$ cat src/rtl/fetch_inst_queue_if.sv
// Fetch-to-decode queue handshake bundle: fetch push side, decode pop side and occupancy.
// The queue connects through the slave modport and the fetch/decode logic through the master modport.
interface fetch_inst_queue_if #(
  parameter int DEPTH = 4
);
  localparam int PTR_W = $clog2(DEPTH);

  logic             in_valid;
  logic             in_ready;
  logic [31:0]      in_pc;
  logic [31:0]      in_inst;
  logic             in_delay_slot;
  logic             in_adel;
  logic             in_tlb_miss;
  logic             in_tlb_invalid;

  logic             out_valid;
  logic             out_ready;
  logic [31:0]      out_pc;
  logic [31:0]      out_inst;
  logic             out_delay_slot;
  logic             out_adel;
  logic             out_tlb_miss;
  logic             out_tlb_invalid;

  logic [PTR_W:0]   occupancy;

  modport slave (
    input  in_valid, in_pc, in_inst, in_delay_slot, in_adel, in_tlb_miss, in_tlb_invalid,
    output in_ready,
    output out_valid, out_pc, out_inst, out_delay_slot, out_adel, out_tlb_miss, out_tlb_invalid,
    input  out_ready,
    output occupancy
  );

  modport master (
    output in_valid, in_pc, in_inst, in_delay_slot, in_adel, in_tlb_miss, in_tlb_invalid,
    input  in_ready,
    input  out_valid, out_pc, out_inst, out_delay_slot, out_adel, out_tlb_miss, out_tlb_invalid,
    output out_ready,
    input  occupancy
  );
endinterface

$ cat src/rtl/fetch_inst_queue.sv
// Instruction queue decoupling fetch from decode. Stores PC, word, delay-slot and fetch
// exception flags per entry; a faulting push fences further fetch until flush or reset.
module fetch_inst_queue #(
  parameter  int DEPTH = 4,
  localparam int PTR_W = $clog2(DEPTH)
) (
  input  logic                clk,
  input  logic                resetn,
  input  logic                flush,
  fetch_inst_queue_if.slave   q
);

  typedef struct packed {
    logic [31:0] pc;
    logic [31:0] inst;
    logic        delay_slot;
    logic        adel;
    logic        tlb_miss;
    logic        tlb_invalid;
  } entry_t;

  localparam logic [PTR_W:0]   DEPTH_C = (PTR_W+1)'(DEPTH);
  localparam logic [PTR_W:0]   OCC_ONE = (PTR_W+1)'(1'b1);
  localparam logic [PTR_W-1:0] PTR_ONE = PTR_W'(1'b1);

  function automatic logic has_fault(input entry_t e);
    return e.adel | e.tlb_miss | e.tlb_invalid;
  endfunction

  entry_t           mem_q [DEPTH];
  logic [PTR_W-1:0] wr_ptr_q, wr_ptr_d;
  logic [PTR_W-1:0] rd_ptr_q, rd_ptr_d;
  logic [PTR_W:0]   occ_q, occ_d;
  logic             fence_q, fence_d;

  logic             in_ready_s;
  logic             out_valid_s;
  logic             push_s;
  logic             pop_s;
  entry_t           in_entry_s;
  entry_t           head_s;

  // Handshake qualification; in_ready never looks at out_ready, so a full queue never passes through.
  always_comb begin
    in_ready_s  = (occ_q < DEPTH_C) & ~fence_q & ~flush;
    out_valid_s = (occ_q != {(PTR_W+1){1'b0}});
    push_s      = q.in_valid & in_ready_s;
    pop_s       = out_valid_s & q.out_ready;
    in_entry_s  = '{pc:          q.in_pc,
                    inst:        q.in_inst,
                    delay_slot:  q.in_delay_slot,
                    adel:        q.in_adel,
                    tlb_miss:    q.in_tlb_miss,
                    tlb_invalid: q.in_tlb_invalid};
  end

  // Next-state for pointers, occupancy and fence; flush overrides any same-cycle push or pop.
  always_comb begin
    wr_ptr_d = wr_ptr_q;
    rd_ptr_d = rd_ptr_q;
    occ_d    = occ_q;
    fence_d  = fence_q;
    if (flush) begin
      wr_ptr_d = {PTR_W{1'b0}};
      rd_ptr_d = {PTR_W{1'b0}};
      occ_d    = {(PTR_W+1){1'b0}};
      fence_d  = 1'b0;
    end else begin
      if (push_s) begin
        wr_ptr_d = wr_ptr_q + PTR_ONE;
      end else begin
        wr_ptr_d = wr_ptr_q;
      end
      if (pop_s) begin
        rd_ptr_d = rd_ptr_q + PTR_ONE;
      end else begin
        rd_ptr_d = rd_ptr_q;
      end
      case ({push_s, pop_s})
        2'b10:   occ_d = occ_q + OCC_ONE;
        2'b01:   occ_d = occ_q - OCC_ONE;
        default: occ_d = occ_q;
      endcase
      fence_d = fence_q | (push_s & has_fault(in_entry_s));
    end
  end

  // Control state registers.
  always_ff @(posedge clk or negedge resetn) begin
    if (!resetn) begin
      wr_ptr_q <= {PTR_W{1'b0}};
      rd_ptr_q <= {PTR_W{1'b0}};
      occ_q    <= {(PTR_W+1){1'b0}};
      fence_q  <= 1'b0;
    end else begin
      wr_ptr_q <= wr_ptr_d;
      rd_ptr_q <= rd_ptr_d;
      occ_q    <= occ_d;
      fence_q  <= fence_d;
    end
  end

  // Entry storage; contents are only visible while counted, so no reset is needed.
  always_ff @(posedge clk) begin
    if (push_s) begin
      mem_q[wr_ptr_q] <= in_entry_s;
    end
  end

  // Head presentation, zeroed when empty so decode never sees stale data.
  always_comb begin
    if (out_valid_s) begin
      head_s = mem_q[rd_ptr_q];
    end else begin
      head_s = '0;
    end
  end

  assign q.in_ready        = in_ready_s;
  assign q.out_valid       = out_valid_s;
  assign q.out_pc          = head_s.pc;
  assign q.out_inst        = head_s.inst;
  assign q.out_delay_slot  = head_s.delay_slot;
  assign q.out_adel        = head_s.adel;
  assign q.out_tlb_miss    = head_s.tlb_miss;
  assign q.out_tlb_invalid = head_s.tlb_invalid;
  assign q.occupancy       = occ_q;

endmodule

$ cat src/flat_wrapper.sv
// flat-port wrapper written by rule: the top's interface ports become plain ports
module fetch_inst_queue_flat 
#(
  parameter  int DEPTH = 4,
  localparam int PTR_W = $clog2(DEPTH)
)
  (clk, resetn, flush, q_in_valid, q_in_pc, q_in_inst, q_in_delay_slot, q_in_adel, q_in_tlb_miss, q_in_tlb_invalid, q_in_ready, q_out_valid, q_out_pc, q_out_inst, q_out_delay_slot, q_out_adel, q_out_tlb_miss, q_out_tlb_invalid, q_out_ready, q_occupancy);
  fetch_inst_queue_if #(.DEPTH(DEPTH)) q_i ();
  input  logic clk;
  input  logic resetn;
  input  logic flush;
  input wire logic [$bits(q_i.in_valid)-1:0] q_in_valid;
  input wire logic [$bits(q_i.in_pc)-1:0] q_in_pc;
  input wire logic [$bits(q_i.in_inst)-1:0] q_in_inst;
  input wire logic [$bits(q_i.in_delay_slot)-1:0] q_in_delay_slot;
  input wire logic [$bits(q_i.in_adel)-1:0] q_in_adel;
  input wire logic [$bits(q_i.in_tlb_miss)-1:0] q_in_tlb_miss;
  input wire logic [$bits(q_i.in_tlb_invalid)-1:0] q_in_tlb_invalid;
  output wire logic [$bits(q_i.in_ready)-1:0] q_in_ready;
  output wire logic [$bits(q_i.out_valid)-1:0] q_out_valid;
  output wire logic [$bits(q_i.out_pc)-1:0] q_out_pc;
  output wire logic [$bits(q_i.out_inst)-1:0] q_out_inst;
  output wire logic [$bits(q_i.out_delay_slot)-1:0] q_out_delay_slot;
  output wire logic [$bits(q_i.out_adel)-1:0] q_out_adel;
  output wire logic [$bits(q_i.out_tlb_miss)-1:0] q_out_tlb_miss;
  output wire logic [$bits(q_i.out_tlb_invalid)-1:0] q_out_tlb_invalid;
  input wire logic [$bits(q_i.out_ready)-1:0] q_out_ready;
  output wire logic [$bits(q_i.occupancy)-1:0] q_occupancy;
  assign q_i.in_valid = q_in_valid;
  assign q_i.in_pc = q_in_pc;
  assign q_i.in_inst = q_in_inst;
  assign q_i.in_delay_slot = q_in_delay_slot;
  assign q_i.in_adel = q_in_adel;
  assign q_i.in_tlb_miss = q_in_tlb_miss;
  assign q_i.in_tlb_invalid = q_in_tlb_invalid;
  assign q_in_ready = q_i.in_ready;
  assign q_out_valid = q_i.out_valid;
  assign q_out_pc = q_i.out_pc;
  assign q_out_inst = q_i.out_inst;
  assign q_out_delay_slot = q_i.out_delay_slot;
  assign q_out_adel = q_i.out_adel;
  assign q_out_tlb_miss = q_i.out_tlb_miss;
  assign q_out_tlb_invalid = q_i.out_tlb_invalid;
  assign q_i.out_ready = q_out_ready;
  assign q_occupancy = q_i.occupancy;
  fetch_inst_queue #(.DEPTH(DEPTH)) u_core (.clk(clk), .resetn(resetn), .flush(flush), .q(q_i));
endmodule
$ cat config.mk
export PLATFORM = sky130hd
export DESIGN_NAME = fetch_inst_queue_flat
export DESIGN_NICKNAME = d
export VERILOG_FILES = /design/src/rtl/fetch_inst_queue_if.sv /design/src/rtl/fetch_inst_queue.sv /design/src/flat_wrapper.sv
export SDC_FILE = /design/constraint.sdc
export NUM_CORES = 1
export LEC_CHECK = 0
export BUFFER_PORTS_ARGS = -buffer_cell sky130_fd_sc_hd__clkbuf_2
export CORE_MARGIN = 5
export CORE_UTILIZATION = 56
export DETAILED_ROUTE_END_ITERATION = 10
export MAX_ROUTING_LAYER = met4
export PLACE_DENSITY = 0.87
export SETUP_SLACK_MARGIN = 0.4
export SYNTH_ARGS = -nofsm -noshare
export SYNTH_HDL_FRONTEND = slang
export SYNTH_SLANG_ARGS = --single-unit
export TNS_END_PERCENT = 1
$ cat constraint.sdc
create_clock -name clk -period 3.6 [get_ports clk]
set_clock_uncertainty 0.15 [all_clocks]
set_input_delay 0.54 -clock clk [delete_from_list [all_inputs] [get_ports clk]]
set_output_delay 0.54 -clock clk [all_outputs]
set_load 0.01 [all_outputs]
==> run metrics <==
Buffers on Ports=~150; first-pass GRT wire length=31.3 mm; Flop pwr share=0.518; Setup CP Type=reg2out; Slowest-stage cell, CP=dfrtp_4; pin count of the biggest net entering global routing=42; Routability Congestion=between 0.7 and 0.8; Final Routed Wirelength=20.0 mm; Synth Cell Area=around 0.011 mm2; share of cells above drive strength 1=0.400; CP startpoint kind=flop; Max Cap Viol=0; Final Total Pwr=between 7 and 8 mW; Root Buffer=clkbuf_16; GRT Total Usage=0.188; Iteration-0 DRC Markers=between 300 and 400; slowest stage delay, CP=0.81 ns; fmax=around 330 MHz; Power Dens Cells=approximately 570 mW/mm2; Slew Limit Fails=0; WL/cell=between 20 and 25 um; DRC viols=0; RSZ-0062 raised after global routing=false; GRT Residual Overflow=0; Layout Nets=roughly 740; Max-slew headroom=0.584; CTS tree=done; VDD IR-drop max=~0.4 mV; Yosys warnings=0; most frequent cells in the layout=edfxtp_1, clkbuf_2, mux4_2, and2_1, clkbuf_16; ANT cells=0; Vias/cell=5.62; Tcrit/Tclk final=0.840; vias=5272; P_sw=between 1.5 and 2 mW; initial core utilization=0.563; Syn-to-layout area delta=17.4%; peak fanout along the critical path=40; Worst-Skew Late Latency=0.51 ns; Cells after Synth=between 400 and 500; crit path buf inv count=2; largest delay contributor family on the critical path=flip-flops; Clock Path Buffers=3; ANT nets after route=0; Tmin final=approximately 3.0 ns; mean area per synthesized cell=between 20 and 25 um2; dpl hpwl=around 13 mm; Finished Core Util=0.661; first drt pass iteration count=5; # setup viols final=0; Fin Setup TNS=0 ns; run status=finished clean; Inserted Clock Buffers=27; Layout Cells excl Fill=938; Area contributors post-synth=edfxtp_1, mux4_2, and2_1, dfrtp_1, buf_4; CP Cell Sequence=buf_4, mux4_2, and2_1, clkbuf_2; most common cell after layout, fill and taps aside=edfxtp_1; Num Clock Sinks=280; # IOs=between 100 and 150; Leakage=4.37 nW; initial antenna violation count=0; Req. time, crit path=slightly below 3 ns; full die area=0.0223 mm2; Hold/Removal Path Class=in2reg; Synth area leader=edfxtp_1; Die H=~150 um; Synth top area share=0.753; vias in the first global route=~5700; CP arrival=between 2 and 2.5 ns; sw frac=0.226; final hold vios=0; die width=149 um; Critical Path Sink Type=output pin; Synth cell types=35; post-synth net total=between 500 and 600; H-tree lvl count=1; Inst Count DP=890; P_int=roughly 5.6 mW; num rows=51; post-synthesis sequential element count=280; Clock power frac=0.343; Clock transition at path regs=0.06 ns; combinational power share=0.139; post-synthesis sequential area ratio=0.772; Slew @ Worst Pin=just over 0.6 ns; area of the core=about 0.019 mm2
-- metrics by stage --
step,instance area (um2),setup slack (ns),hold slack (ns)
global route,12700,0.418,0.0813
CTS,12700,0.469,0.0783
floorplan,10800,0.126,0.0944
detailed placement,11900,0.638,0.251
global placement,11900,0.807,0.239
finish,12700,0.576,0.101
-- worst paths after layout --
check | start | endpoint | slack (ns) | cells after the start
worst min register to register | u_core.fence_q | u_core.fence_q | 0.45 | 2
worst max register to register | u_core.q.occupancy[2] | u_core.q.occupancy[2] | 0.84 | 7
min in group asynchronous | resetn | u_core.q.occupancy[1] | 0.26 | 2
worst min-delay path | q_in_pc[11] | u_core.mem_q[2][47] | 0.10 | 1
worst max-delay path | u_core.rd_ptr_q[1] | q_out_pc[12] | 0.58 | 4
max in group asynchronous | resetn | u_core.rd_ptr_q[0] | 2.83 | 2
-- registers in the layout, summed over array words and instances, names as in the netlist --
name,flops
u_core.fence_q,1
u_core.q.occupancy,3
u_core.mem_q,272
u_core.wr_ptr_q,2
u_core.rd_ptr_q,2
-- cell usage after synthesis --
library cell,number
edfxtp_1,272
and2_1,72
mux4_2,68
clkbuf_1,13
buf_2,8
dfrtp_1,8
buf_4,7
nor2_1,7
a21oi_1,6
ha_1,4
a21o_1,2
inv_1,2
nand2_1,2
nand2b_1,2
nor4b_1,2
o31ai_1,2
or3_1,2
xor2_1,2
a22oi_1,1
a31oi_1,1
buf_6,1
fa_1,1
mux2_2,1
mux2i_1,1
nand2_2,1
nand3_1,1
nor2b_1,1
nor3_1,1
nor3b_1,1
o211ai_1,1
o21ai_0,1
o2bb2a_1,1
o311ai_1,1
or2_2,1
or3b_1,1
-- power by group through the flow --
stage / clock network [mW] / registers (mW) / logic [mW]
3_3_place_gp: 0 / 3.83 / 0.972
2_1_floorplan: 0 / 3.80 / 0.658
3_5_place_dp: 0 / 3.84 / 0.997
6_report: 2.49 / 3.76 / 1.00
4_1_cts: 2.54 / 3.77 / 1.01
5_1_grt: 2.69 / 3.76 / 1.10
-- what timing repair did --
item                                    in CTS  in global routing
endpoints found under the setup margin      38                  2
buffers inserted                             0                  2
resized for setup                            1                  0
endpoints found under the hold margin        8                  0
hold buffers                                 1                  0
-- logic make-up after synthesis --
logic type                 synth area share
AOI/OAI and AO/OA                   0.00969
xor gates and xnor gates            0.00162
adders and majority gates           0.00646
buffers and inverters                0.0148
DFF                                   0.772
muxes                                 0.143
and+or+nand+nor                      0.0527
-- layout make-up --
class / count / area, um2
multi-input cells: 187 / 2330
clock buffers: 29 / 683
flip-flops and latches: 280 / 8380
repair buffers: 159 / 908
inverters: 2 / 7.51
fillers: 1296 / 6540
clock inverters: 16 / 96.3
well taps: 265 / 332
-- per-layer routing --
metal / share of wire / GRT usage / vias to the layer above / routed length [um]
met5: 0 / - / - / 0
met4: 0.020 / 0.0471 / 0 / 406
met3: 0.070 / 0.0368 / 38 / 1410
met2: 0.51 / 0.303 / 174 / 10200
met1: 0.40 / 0.252 / 2725 / 7990
li1: - / - / 2335 / -
No activity file was read; power rests on OpenSTA's default activity.
